--- src/rtl/sprite_rom_writer.sv ---
// Packs a raster stream of 3-bit RGB pixels into 16-bit words (4 pixels each) and writes one sprite slot.
// Optional running word checksum is enabled by defining SPRITE_WRITER_CHECKSUM_EN.
module sprite_rom_writer #(
    parameter int unsigned NUM_SPRITES = 7,
    parameter int unsigned SPRITE_DIM  = 64,
    parameter int unsigned DATA_WIDTH  = 16,
    parameter int unsigned ADDR_WIDTH  = 13
) (
    input  logic                  clk,
    input  logic                  reset_n,
    input  logic                  start,
    input  logic [2:0]            sprite_idx,
    input  logic                  pix_valid,
    output logic                  pix_ready,
    input  logic [2:0]            pix_rgb,
    output logic                  mem_we,
    output logic [ADDR_WIDTH-1:0] mem_waddr,
    output logic [DATA_WIDTH-1:0] mem_wdata,
    output logic                  busy,
    output logic                  done,
    output logic                  err,
    output logic [15:0]           checksum
);

    localparam int unsigned      PIX_W    = $clog2(SPRITE_DIM * SPRITE_DIM);
    localparam logic [PIX_W-1:0] LAST_PIX = PIX_W'(SPRITE_DIM * SPRITE_DIM - 1);

    typedef enum logic [1:0] {
        IDLE  = 2'd0,
        LOAD  = 2'd1,
        FLUSH = 2'd2,
        DONE  = 2'd3
    } state_e;

    state_e                  state_q, state_d;
    logic [2:0]              idx_q, idx_d;
    logic [PIX_W-1:0]        cnt_q, cnt_d;
    logic [DATA_WIDTH-1:0]   pack_q, pack_d;
    logic                    we_q, we_d;
    logic [ADDR_WIDTH-1:0]   waddr_q, waddr_d;
    logic [DATA_WIDTH-1:0]   wdata_q, wdata_d;
    logic                    err_q, err_d;
    logic                    idx_ok;
    logic                    start_ok;

    assign idx_ok   = 32'(sprite_idx) < NUM_SPRITES;
    assign start_ok = (state_q == IDLE) && start && idx_ok;

    always_ff @(posedge clk or negedge reset_n) begin
        if (!reset_n) begin
            state_q <= IDLE;
            idx_q   <= '0;
            cnt_q   <= '0;
            pack_q  <= '0;
            we_q    <= 1'b0;
            waddr_q <= '0;
            wdata_q <= '0;
            err_q   <= 1'b0;
        end else begin
            state_q <= state_d;
            idx_q   <= idx_d;
            cnt_q   <= cnt_d;
            pack_q  <= pack_d;
            we_q    <= we_d;
            waddr_q <= waddr_d;
            wdata_q <= wdata_d;
            err_q   <= err_d;
        end
    end

    always_comb begin
        state_d = state_q;
        idx_d   = idx_q;
        cnt_d   = cnt_q;
        pack_d  = pack_q;
        we_d    = 1'b0;
        waddr_d = waddr_q;
        wdata_d = wdata_q;
        err_d   = 1'b0;

        case (state_q)
            IDLE: begin
                if (start) begin
                    if (idx_ok) begin
                        idx_d   = sprite_idx;
                        cnt_d   = '0;
                        state_d = LOAD;
                    end else begin
                        err_d = 1'b1;
                    end
                end
            end
            LOAD: begin
                if (pix_valid) begin
                    // Slot k occupies bits [4k+3:4k]; the low bit of each nibble stays 0.
                    pack_d[{cnt_q[1:0], 2'b00} +: 4] = {pix_rgb, 1'b0};
                    if (cnt_q[1:0] == 2'b11) begin
                        we_d    = 1'b1;
                        waddr_d = ADDR_WIDTH'({idx_q, cnt_q[PIX_W-1:2]});
                        wdata_d = pack_d;
                    end
                    if (cnt_q == LAST_PIX) begin
                        state_d = FLUSH;
                    end else begin
                        cnt_d = cnt_q + 1'b1;
                    end
                end
            end
            FLUSH:   state_d = DONE;
            DONE:    state_d = IDLE;
            default: state_d = IDLE;
        endcase
    end

    assign pix_ready = (state_q == LOAD);
    assign busy      = (state_q == LOAD) || (state_q == FLUSH);
    assign done      = (state_q == DONE);
    assign err       = err_q;
    assign mem_we    = we_q;
    assign mem_waddr = waddr_q;
    assign mem_wdata = wdata_q;

`ifdef SPRITE_WRITER_CHECKSUM_EN
    logic [15:0] csum_q, csum_d;

    // Summed from the registered strobe, so the final word lands in the done cycle.
    always_comb begin
        csum_d = csum_q;
        if (start_ok) begin
            csum_d = '0;
        end else if (we_q) begin
            csum_d = csum_q + 16'(wdata_q);
        end
    end

    always_ff @(posedge clk or negedge reset_n) begin
        if (!reset_n) begin
            csum_q <= '0;
        end else begin
            csum_q <= csum_d;
        end
    end

    assign checksum = csum_q;
`else
    assign checksum = '0;
`endif

endmodule

--- config.mk ---
export PLATFORM = sky130hd
export DESIGN_NAME = sprite_rom_writer
export DESIGN_NICKNAME = d
export VERILOG_FILES = /design/src/rtl/sprite_rom_writer.sv
export SDC_FILE = /design/constraint.sdc
export NUM_CORES = 1
export LEC_CHECK = 0
export ABC_AREA = 1
export ABC_CLOCK_PERIOD_IN_PS = 2000
export BUFFER_PORTS_ARGS = -buffer_cell sky130_fd_sc_hd__buf_2
export CAP_MARGIN = 40
export CELL_PAD_IN_SITES_DETAIL_PLACEMENT = 1
export CELL_PAD_IN_SITES_GLOBAL_PLACEMENT = 2
export CORE_AREA = 2 2 132 83
export DETAILED_ROUTE_END_ITERATION = 12
export DIE_AREA = 0 0 134 85
export PLACE_DENSITY_LB_ADDON = 0.1
export SLEW_MARGIN = 30
export SYNTH_ARGS = -nofsm -noshare
export SYNTH_HDL_FRONTEND = slang
export SYNTH_SLANG_ARGS = --single-unit
--- constraint.sdc ---
create_clock -name clk -period 2 [get_ports clk]
set_input_delay 0.3 -clock clk [delete_from_list [all_inputs] [get_ports clk]]
set_output_delay 0.3 -clock clk [all_outputs]
set_load 0.01 [all_outputs]
; ---- Yosys cells after proc, flatten, opt, wreduce, memory -nomap -nowiden
; Cells that the tools add are included.
[classes]
order_cmp = 1
shift = 2
reduce_logical = 8
mux = 17
eq_ne = 10
n_addsub = 2
[ops]
columns = cell, count
row1 = 2-to-1 mux 12 bit, 4
row2 = one-hot mux 12 bit (2 select lines), 1
row3 = bitwise mux 16 bit, 1
row4 = variable shift 4 x 6 -> 16 bit (first input constant), 1
row5 = variable part select 4 x 6 -> 16 bit, 1
row6 = adder 12 x 1 -> 12 bit (second input constant), 1
row7 = == test 12 bit (second input constant), 1
row8 = 2-to-1 mux 2 bit, 4
row9 = != test 2 bit (second input constant), 4
row10 = one-hot mux 2 bit (4 select lines), 1
row11 = == test 2 bit (second input constant), 3
row12 = 2-to-1 mux 1 bit, 6
row13 = negation 4 -> 6 bit, 1
row14 = AND reduction 3 bit, 2
row15 = AND reduction 5 bit, 1
row16 = AND reduction 4 bit, 1
row17 = less-than comparator 3 bit (second input constant), 1
row18 = == test 2 x 1 -> 1 bit (second input constant), 1
row19 = logical NOT 2 bit, 1
row20 = != test 2 x 1 -> 1 bit (second input constant), 1
row21 = AND reduction 2 bit, 1
row22 = nonzero test 2 bit, 1
row23 = logical OR 1 bit, 1
[word_totals]
reg_bits = 64
output_inout_bits = 50
elab_cells = 48
in_bits = 10

; ---- Longest topological paths before layout
; Gate-level depths: netlist of the first run.
[depth]
ltp_word = 4
mapped_depth = 10
depth_no_buf = 9

; ---- Worst setup path after synthesis of the first run
; Ideal clock, no wire load.
[synth_timing]
path_type = register -> register
start = register cnt_q[0]
end = register pack_q[10]
required_time_ns = 1.917
setup_time_ns = 0.083
setup_slack_ns = 0.286
stages_incl_launch_ff = 8
synth_period_minus_slack_ns = 1.714
t_arrival_ns = 1.631
n_path_buf = 1
cell_sequence = dfrtp_1 > buf_2 > inv_1 > ha_1 > inv_1 > nor4_1 > nand3_1 > o21ai_0
[synth_between]
elab_chain_len = 3
elab_cells_between_ends = 4
cone_classes = add/sub (1) / shift (2) / mux (1)
[synth_lines]
columns = element, line
row1 = from (decl), 37  ; logic [PIX_W-1:0] cnt_q, cnt_d;
row2 = from (signal assigned), 62  ; cnt_q <= cnt_d;
row3 = negation 4 -> 6 bit *, 96  ; pack_d[{cnt_q[1:0], 2'b00} +: 4] = {pix_rgb, 1'b0};
row4 = variable part select 4 x 6 -> 16 bit or variable shift 4 x 6 -> 16 bit (tied branches), 96
row5 = bitwise mux 16 bit *, 96
row6 = to (signal assigned), 63  ; pack_q <= pack_d;
row7 = to (decl), 38  ; logic [DATA_WIDTH-1:0] pack_q, pack_d;
; Every way passes the cells marked *; elsewhere a longest branch is shown, timed or not.
; A chain may end at the register's enable or synchronous reset.

; ---- Worst setup path after layout of the first run
[layout_timing]
start = register state_q[1]
end = register cnt_q[11]
[layout_between]
elab_chain_len = 3
elab_cells_between_ends = 9
cone_classes = eq/ne (5) / mux (1) / reduce/logical (3)
[layout_lines]
columns = element, line
row1 = from (decl), 35  ; state_e state_q, state_d;
row2 = from (signal assigned), 60  ; state_q <= state_d;
row3 = == test 2 x 1 -> 1 bit or logical NOT 2 bit (tied branches), 81  ; case (state_q)
row4 = != test 2 bit (no source line) or nonzero test 2 bit (tied branches), -
row5 = AND reduction 5 bit (no source line), -
; Parallel ways exist; a longest one is shown, timed or not.

==> results of run 1 <==
-- registers in the layout (all words and copies together) (netlist names) --
register   flops
cnt_q         12
state_q        2
pack_q        16
idx_q          3
mem_waddr     13
err            1
mem_wdata     16
mem_we         1
-- repair_timing --
item                       CTS  global route
hold buffers                 1             0
resized for setup            0             3
hold endpoints to repair    26             0
setup endpoints to repair    0            11
-- cell families after synthesis --
logic type	share of synthesized area, %
buffers and inverters	9.82
adders and majority gates	4.32
AOI/OAI and AO/OA	10.2
DFF	50.3
xor gates and xnor gates	0.550
and+or+nand+nor	24.7
other	0.118
-- how the worst max path moves through the flow --
stage	from	to	slack, ps	depth (start not counted)
5_1_grt	state_q[1]	cnt_q[4]	20	9
3_3_place_gp	state_q[1]	cnt_q[1]	160	9
6_report	state_q[1]	cnt_q[11]	210	9
3_5_place_dp	state_q[1]	cnt_q[1]	110	9
4_1_cts	state_q[1]	cnt_q[1]	100	9
2_1_floorplan	cnt_q[0]	pack_q[10]	290	7
-- worst max-delay path: cells and delay by family (launching register included) --
kind	cells	cell delay [ps]
and+or+nand+nor	4	500
buffers and inverters	3	450
DFF	1	400
adders and majority gates	1	330
AOI/OAI and AO/OA	1	50
-- through the flow --
stage	total power [mW]	utilization (%)	cell area, um2
final	4.62	37.6	3840
after global routing	4.96	37.6	3840
after CTS	4.68	37.5	3820
after detailed placement	3.06	34.5	3520
after global placement	3.02	34.5	3520
after floorplan	2.63	-	3240
-- power by group through the flow --
| stage | Combinational, mW | Sequential [mW] | Clock (mW) |
|---|---|---|---|
| global placement | 1.41 | 1.62 | 0 |
| detailed placement | 1.43 | 1.63 | 0 |
| global route | 1.63 | 1.63 | 1.70 |
| CTS | 1.44 | 1.60 | 1.63 |
| floorplan | 0.974 | 1.66 | 0 |
| finish | 1.43 | 1.60 | 1.59 |
-- cell type report --
cell class / count / area share [%]
Clock buffer: 12 / 6.43
Timing Repair Buffer: 50 / 7.37
Inverter: 37 / 3.62
Tap cell: 139 / 4.53
Sequential cell: 64 / 41.7
Multi-Input combinational cell: 270 / 34.9
Clock inverter: 4 / 1.37
-- cell usage in the layout, fill, tap and decap left out, types with 4 or more instances in the layout --
cell,count
buf_4,5
a21oi_1,17
buf_2,43
o21ai_0,38
nand4_1,4
nor2_1,25
nand3_1,24
conb_1,16
nand2_1,107
nor2_2,4
inv_1,35
dfrtp_1,64
ha_1,11
or2_2,4
clkbuf_16,9
-- routing by layer --
metal | wire, um | vias to the layer above | GRT usage, % | share of wire, %
li1 | - | 1283 | - | -
met1 | 4830 | 1184 | 25.0 | 58
met2 | 3060 | 45 | 20.8 | 37
met3 | 314 | 9 | 4.42 | 3.8
met4 | 92 | 0 | 4.64 | 1.1
met5 | 0 | - | 0 | 0
==> reports/qor.yml, run 1 <==
sta:
  holdWs_ps: 205
  clock.fmax_mhz: 558
  drv_slew: 0
  finalSetupTns_ps: 0
  finalSetupViolCount: 0
  setup_ws_ps: 206
  grt_setup_unrepaired: "false"
  fin_worst_skew_ps: 4.05
  fin_crit_ps: 1790
  hold_viol_final: 0
  fin_crit_sh_pct: 89.7
cts:
  cts_made_buffers: 9
  cts_buffer_depth: 2
  cts_sinks: 64
  cts_tree: "done"
  post-cts-setup-buffers: 0
  clk_pin_slew_worst_paths_ps: 50
  cts-root-buf: "clkbuf_16"
  insertion_delay_ps: 330
  htree_levels: 3
power:
  p_int_mw: 2.96
  p_sw_share_pct: 35.8
  pwr-share-seq_pct: 34.7
  power_switching_mw: 1.65
  power.share.clock_pct: 34.4
  p_leak_nw: 1.96
  ir_worst_vdd_mv: 0.468
  combPwrFrac_pct: 30.9
  p_per_area_mw_per_mm2: 1200
grt:
  overflow: 0
  grt_max_degree: 65
  grt_pass1_wl_um: 13800
  antenna_found_initial: 0
  grt_pass1_vias: 2555
  track_usage_pct: 15.9
floorplan:
  initial_utilization_pct: 31.3
  boundaryPins: 60
  fp.dieW_um: 134
  core_mm2: 0.0102
  num_rows: 29
  die_area_mm2: 0.0114
  die_h_um: 85
setup_path:
  crit_path_start_kind: "flop"
  crit_type: "flop to flop"
  max_stage_delay_ps: 400
  crit_top_cell: "nand2_1"
  r2r_cells: 9
  slowest_stage: "dfrtp_1"
  path_cells: "inv_1 > ha_1 > inv_2 > nor2_1 > a21oi_4 > buf_4 > nand2_4 > nand2_1 > nand2_1"
  critPathArrivalTime_ps: 2060
  crit_path_end_kind: "flop"
  worstPathRequired_ps: 2270
  reg2reg_from: "state_q[1]"
  critPathMaxFanout: 12
  reg2reg_slack_ps: 210
  r2r_end: "cnt_q[11]"
routing:
  route.detailed.drc: 0
  via_per_inst: 4.38
  totalWireLength_um: 8290
  drtPass1Iterations: 4
  wire_per_inst_um: 14.4
  vias: 2521
  detail-route-antenna-nets: 0
  drt_iter0_drc: 107
cells_and_area:
  area_delta_synth_final_pct: 20.4
  nets: 453
  num_antenna_cells: 0
  final_cells: 576
  seq_area_mm2: 0.00160
  drive_gt1_share_pct: 19.0
  multi_input_area_mm2: 0.00134
  fillers: 1285
worst_hold_path:
  whs_endpoint: "idx_q[2]"
  whs_path_depth: 2
  holdCritStartpoint: "sprite_idx[2]"
  hold_path.class: "input pin to flop"
synth:
  synth-async-reset-ratio_pct: 100
  avgSynthCellArea_um2: 8.34
  synth_area_leader_cell: "dfrtp_1"
  syn_area_mm2: 0.00319
  ys_seq_elements: 64
  ys_top_cells_by_count: "107 x nand2_1, 64 x dfrtp_1, 38 x o21ai_0, 35 x inv_1, 27 x nor2_1"
  synth_ff_type: "dfrtp_1"
  syn_inst: 382
  synth_edf_count: 0
  synth_top_area_share_pct: 50.3
  synth_warnings: 0
  ys_types: 28
  yosys-top-cells-area: "dfrtp_1 50%, nand2_1 13%, o21ai_0 6.0%, ha_1 4.3%, inv_1 4.1%"
  yosysMostFrequentCell: "nand2_1"
  yosysSeqAreaShare_pct: 50.3
place:
  place_congestion: 0.781
  port-buffer-count: 43
  pre_cts_slack_ps: 115
  dpl.cell_count: 559
  dp_hpwl_um: 6090
outcome:
  outcome: "finished clean"
run:
  drv_cap: 0
(Power assumes the default switching activity.)
==> run 2, diff against run 1 <==
- ABC_AREA: 1 -> not set
- CORE_AREA: 2 2 132 83 -> 2 2 126 79
- DIE_AREA: 0 0 134 85 -> 0 0 128 81
==> reports/qor.yml, run 2 <==
outcome:
  outcome: "finished clean"  # unchanged
synth:
  synth_warnings: 0  # unchanged
  synth-async-reset-ratio_pct: 100  # unchanged
  yosys-top-cells-area: "dfrtp_1 51%, nand2_1 5.2%, mux2_2 4.6%, ha_1 4.4%, buf_4 3.8%"  # was dfrtp_1 50%, nand2_1 13%, o21ai_0 6.0%, ha_1 4.3%, inv_1 4.1%
  yosysMostFrequentCell: "dfrtp_1"  # was nand2_1
  synth_compound_area_share_pct: 13.2  # was 10.2%
  synth_ff_type: "dfrtp_1"  # unchanged
  ys_top_cells_by_count: "64 x dfrtp_1, 44 x nand2_1, 23 x o21ai_0, 16 x a21oi_1, 16 x buf_4"  # was 107 x nand2_1, 64 x dfrtp_1, 38 x o21ai_0, 35 x inv_1, 27 x nor2_1
  yosys.area_share.simple_pct: 19.8  # was 24.7%
  synth_area_leader_cell: "dfrtp_1"  # unchanged
  syn_area_mm2: 0.00316  # was 0.00319 mm2
  syn_inst: 302  # was 382
  ys_types: 46  # was 28
  avgSynthCellArea_um2: 10.4  # was 8.34 um2
  yosysSeqAreaShare_pct: 50.8  # was 50.3%
  ys_seq_elements: 64  # unchanged
  synth_edf_count: 0  # unchanged
  muxShareOfSynthArea_pct: 5.63  # was 0%
  synth_top_family_by_area: "simple AND/OR/NAND/NOR gates"  # unchanged
  synth-xor-area-share_pct: 0  # was 0.550%
  synth_fa_ha_area_share_pct: 4.36  # was 4.32%
  synth_top_area_share_pct: 50.8  # was 50.3%
floorplan:
  core_mm2: 0.00939  # was 0.0102 mm2
  die_area_mm2: 0.0104  # was 0.0114 mm2
  fp.dieW_um: 128  # was 134 um
  boundaryPins: 60  # unchanged
  die_h_um: 81  # was 85 um
  initial_utilization_pct: 33.6  # was 31.3%
  num_rows: 28  # was 29
sta:
  fin_crit_ps: 1900  # was 1790 ps
  fin_worst_skew_ps: 5.77  # was 4.05 ps
  drv_slew: 0  # unchanged
  fin_crit_sh_pct: 95.2  # was 89.7%
  finalSetupTns_ps: 0  # unchanged
  finalSetupViolCount: 0  # unchanged
  grt_setup_unrepaired: "false"  # unchanged
  hold_viol_final: 0  # unchanged
  setup_ws_ps: 95.8  # was 206 ps
  clock.fmax_mhz: 525  # was 558 MHz
place:
  dp_hpwl_um: 5730  # was 6090 um
  place_congestion: 0.785  # was 0.781
  port-buffer-count: 43  # unchanged
  pre_cts_slack_ps: 85.6  # was 115 ps
setup_path:
  worstPathRequired_ps: 2210  # was 2270 ps
  crit_type: "flop to flop"  # unchanged
  critPathMaxFanout: 4  # was 12
  crit_path_end_kind: "flop"  # unchanged
  critPathArrivalTime_ps: 2110  # was 2060 ps
  crit_path_start_kind: "flop"  # unchanged
routing:
  via_per_inst: 5.01  # was 4.38
  drtPass1Iterations: 4  # unchanged
  drt_iter0_drc: 92  # was 107
  vias: 2504  # was 2521
  totalWireLength_um: 7870  # was 8290 um
  wire_per_inst_um: 15.7  # was 14.4 um
  detail-route-antenna-nets: 0  # unchanged
  route.detailed.drc: 0  # unchanged
cts:
  cts_tree: "done"  # unchanged
  cts_made_buffers: 9  # unchanged
  insertion_delay_ps: 330  # about the same
  cts_sinks: 64  # unchanged
  cts_buffer_depth: 2  # unchanged
  clk_pin_slew_worst_paths_ps: 60  # was 50 ps
  cts-root-buf: "clkbuf_16"  # unchanged
  htree_levels: 3  # unchanged
power:
  p_leak_nw: 1.93  # was 1.96 nW
  p_per_area_mw_per_mm2: 1280  # was 1200 mW/mm2
  ir_worst_vdd_mv: 0.524  # was 0.468 mV
grt:
  grt_pass1_wl_um: 13200  # was 13800 um
  grt_pass1_vias: 2530  # was 2555
  antenna_found_initial: 0  # unchanged
  overflow: 0  # unchanged
  track_usage_pct: 16.8  # was 15.9%
  grt_max_degree: 44  # was 65
cells_and_area:
  nets: 396  # was 453
  layout_commonest_cell: "dfrtp_1"  # was nand2_1
  drive_gt1_share_pct: 30.0  # was 19.0%
  final_cell_mix: "64 x dfrtp_1, 44 x nand2_1, 43 x buf_2"  # was 107 x nand2_1, 64 x dfrtp_1, 43 x buf_2
  num_antenna_cells: 0  # unchanged
  fillers: 1054  # was 1285
  area_delta_synth_final_pct: 27.8  # was 20.4%
worst_hold_path:
  hold_path.class: "input pin to flop"  # unchanged
run:
  drv_cap: 0  # unchanged
## run 2: cell count changes after synthesis, moves of 15 or more
| cell | previous run | this run |
|---|---|---|
| inv_1 | 35 | 7 |
| o21ai_0 | 38 | 23 |
| nand3_1 | 24 | 4 |
| nor2_1 | 27 | 6 |
| nand2_1 | 107 | 44 |
## run 2: area by class of cell
cell class                 count  area (um2)  share of cell area [%]
sequential                    64        1600                    39.7
multi-input combinational    219        1440                    35.8
timing repair buffer          74         474                    11.8
clock buffer                  10         229                    5.68
tap                          120         150                    3.72
clock inverter                 6         108                    2.67
inverter                       7        26.3                   0.652
## run 2: cells by family (layout without fill, tap and decap cells)
family | after synthesis | after routing
mux | 16 | 16
compound gates | 64 | 64
fa+ha+maj | 11 | 11
buf+inv | 34 | 97
other cells | 1 | 16
simple gates | 112 | 112
flops | 64 | 64
## run 2: metrics by stage
stage | std cells | util, % | power (mW) | hold WS [ps] | area, um2
after floorplan | 317 | - | 2.75 | 4.41 | 3220
after global placement | 483 | 38.9 | 3.36 | 116 | 3650
after detailed placement | 483 | 38.9 | 3.40 | 113 | 3650
after CTS | 500 | 42.6 | 5.21 | 264 | 4000
after global routing | 500 | 43.0 | 5.52 | 285 | 4030
final | 500 | 43.0 | 5.16 | 280 | 4030
## run 2: worst paths after layout
path,startpoint,to,slack (ps),depth (start not counted)
max,cnt_q[0],state_q[1],100,5
min,sprite_idx[0],idx_q[0],280,2
max reg2reg,cnt_q[0],state_q[1],100,5
min reg2reg,mem_wdata[2],mem_wdata[2],470,2
max in group asynchronous,reset_n,cnt_q[2],1230,3
min in group asynchronous,reset_n,mem_we,320,2
## run 2: power by group
| part | leakage (nW) | total [mW] | switching [mW] | internal [mW] |
|---|---|---|---|---|
| Sequential | 0.817 | 1.81 | 0.194 | 1.62 |
| Clock | 0.162 | 1.78 | 0.568 | 1.21 |
| Combinational | 0.947 | 1.56 | 0.850 | 0.715 |
## run 2: worst max-delay path, stage by stage (launching register included)
cell	delay, ps
dfrtp_1	350
ha_1	250
nand3_4	100
or4_4	530
a21oi_2	200
mux2_1	340
## run 2: per-layer routing
metal / part of all wire, % / global-route usage (%) / vias up
met3: 4.3 / 4.55 / 10
met2: 41 / 24.5 / 51
met5: 0 / 0 / -
li1: - / - / 1193
met4: 1.1 / 5.27 / 0
met1: 53 / 24.2 / 1250
## run 2: repair_timing
action	4_1_cts	5_1_grt
setup buffers	0	0
hold buffers	1	0
resized for setup	0	10
setup endpoints to repair	0	18
hold endpoints to repair	8	0
==> run 3, diff against run 2 <==
- BUFFER_PORTS_ARGS: -buffer_cell sky130_fd_sc_hd__buf_2 -> not set
- CORE_AREA: 2 2 126 79 -> 2 2 118 74
- DIE_AREA: 0 0 128 81 -> 0 0 120 76
- DONT_BUFFER_PORTS: not set -> 1
- RECOVER_POWER: not set -> 100
==> reports/qor.yml, run 3 (synthesized netlist as in run 2, its figures left out) <==
outcome:
  outcome: "finished clean"  # unchanged
sta:
  grt_setup_unrepaired: "false"  # unchanged
  fin_crit_ps: 1920  # was 1900 ps
  hold_viol_final: 0  # unchanged
  fin_worst_skew_ps: 5.65  # was 5.77 ps
  finalSetupViolCount: 0  # unchanged
  drv_slew: 0  # unchanged
  fin_crit_sh_pct: 95.9  # was 95.2%
  clock.fmax_mhz: 522  # was 525 MHz
  finalSetupTns_ps: 0  # unchanged
  worst_slew_pin_slew_ps: 902
  slew_headroom_pct: 39.9
setup_path:
  slowest_stage: "a211o_2"  # was or4_4
  critPathArrivalTime_ps: 2120  # was 2110 ps
  cp_num_buf_inv: 1  # was 0
  path_cells: "inv_1 > ha_2 > nand2b_1 > nor4b_1 > a211o_2 > a221o_1"  # was ha_1 > nand3_4 > or4_4 > a21oi_2 > mux2_1
  worstPathRequired_ps: 2200  # was 2210 ps
  crit_type: "flop to flop"  # unchanged
  max_stage_delay_ps: 430  # was 530 ps
  crit_path_start_kind: "flop"  # unchanged
  cpLargestDelayFamily: "compound AO/OA/AOI/OAI gates"  # was simple AND/OR/NAND/NOR gates
  critPathMaxFanout: 11  # was 4
  crit_path_end_kind: "flop"  # unchanged
routing:
  drtPass1Iterations: 4  # unchanged
  vias: 2280  # was 2504
  wire_per_inst_um: 16.7  # was 15.7 um
  detail-route-antenna-nets: 0  # unchanged
  drt_iter0_drc: 93  # was 92
  via_per_inst: 5.17  # was 5.01
  totalWireLength_um: 7390  # was 7870 um
  route.detailed.drc: 0  # unchanged
place:
  placedInstanceArea_mm2: 0.00336  # was 0.00365 mm2
  dp_hpwl_um: 5160  # was 5730 um
  dpl.cell_count: 423  # was 483
  port-buffer-count: 0  # was 43
  place_congestion: 0.794  # was 0.785
floorplan:
  boundaryPins: 60  # unchanged
  num_rows: 26  # was 28
  initial_utilization_pct: 38.6  # was 33.6%
  die_h_um: 76  # was 81 um
  fp.dieW_um: 120  # was 128 um
  core_mm2: 0.00817  # was 0.00939 mm2
  die_area_mm2: 0.00912  # was 0.0104 mm2
cells_and_area:
  drive_gt1_share_pct: 19.1  # was 30.0%
  final_cells: 441  # was 500
  area_delta_synth_final_pct: 17.7  # was 27.8%
  layout_commonest_cell: "dfrtp_1"  # unchanged
  num_antenna_cells: 0  # unchanged
  nets: 345  # was 396
  final_cell_mix: "64 x dfrtp_1, 44 x nand2_1, 23 x o21ai_0"  # was 64 x dfrtp_1, 44 x nand2_1, 43 x buf_2
  design_area_mm2: 0.00371  # was 0.00403 mm2
power:
  p_per_area_mw_per_mm2: 1280  # about the same
  ir_worst_vdd_mv: 0.510  # was 0.524 mV
  p_leak_nw: 1.67  # was 1.93 nW
cts:
  cts_sinks: 64  # unchanged
  cts_made_buffers: 9  # unchanged
  cts_tree: "done"  # unchanged
  htree_levels: 3  # unchanged
  cts-root-buf: "clkbuf_16"  # unchanged
  clk_pin_slew_worst_paths_ps: 50  # was 60 ps
  cts_buffer_depth: 2  # unchanged
  insertion_delay_ps: 320  # was 330 ps
grt:
  antenna_found_initial: 0  # unchanged
  overflow: 0  # unchanged
  grt_pass1_wl_um: 12400  # was 13200 um
  track_usage_pct: 17.5  # was 16.8%
  grt_pass1_vias: 2304  # was 2530
  grt_max_degree: 65  # was 44
worst_hold_path:
  hold_path.class: "input pin to flop"  # unchanged
run:
  drv_cap: 0  # unchanged
run 3: cell count changes in the layout (fill, tap and decap cells not counted), moves of 2 or more:
cell,change
bufinv_16,-2
and2_0,+3
nor4b_1,-2
and2_1,-3
clkbuf_8,+2
clkbuf_4,+2
buf_4,-8
buf_2,-43
buf_6,-3
nor4b_2,+2
run 3: layout make-up:
cell class	count	area (um2)
clock buffers	13	260
clock inverters	3	40.0
inverters	7	26.3
fillers	897	4450
well taps	112	140
repair buffers	23	195
multi-input cells	219	1450
flip-flops and latches	64	1600
run 3: worst paths after layout:
path                               start            end  slack (ps)  cells past startpoint
hold reg to reg                pack_q[2]      pack_q[2]         480                      1
max in group asynchronous        reset_n  mem_wdata[13]         740                      2
setup / recovery              state_q[1]       cnt_q[5]          80                      6
min in group asynchronous        reset_n       cnt_q[5]         660                      2
hold / removal             sprite_idx[1]       idx_q[1]         130                      1
setup reg to reg              state_q[1]       cnt_q[5]          80                      6
run 3: stage by stage:
| stage | worst slack [ps] | total power, mW | hold slack (ps) | utilization, % |
|---|---|---|---|---|
| after global placement | 98.1 | 3.14 | 5.88 | 41.2 |
| after detailed placement | 24.8 | 3.17 | 6.19 | 41.2 |
| after global routing | 2.50 | 5.08 | 110 | 45.5 |
| after CTS | 0.447 | 4.82 | 110 | 45.4 |
| after floorplan | 54.8 | 2.75 | 4.41 | - |
| final | 82.9 | 4.76 | 125 | 45.5 |
run 3: routing by layer:
layer	share of wire (%)	vias to the layer above	global-route usage [%]
li1	-	1089	-
met1	54	1130	26.6
met2	41	55	23.5
met3	5.0	6	5.54
met4	0.83	0	4.94
met5	0	-	0
run 3: power by group:
part | switching (mW) | internal [mW] | total [mW]
Combinational | 0.680 | 0.572 | 1.25
Sequential | 0.320 | 1.62 | 1.94
Clock | 0.537 | 1.03 | 1.57
run 3: timing repair:
item	CTS	global route
endpoints found under the setup margin	2	21
hold endpoints to repair	64	0
hold buffers	2	0
gates resized for setup	1	8
setup buffers	0	0
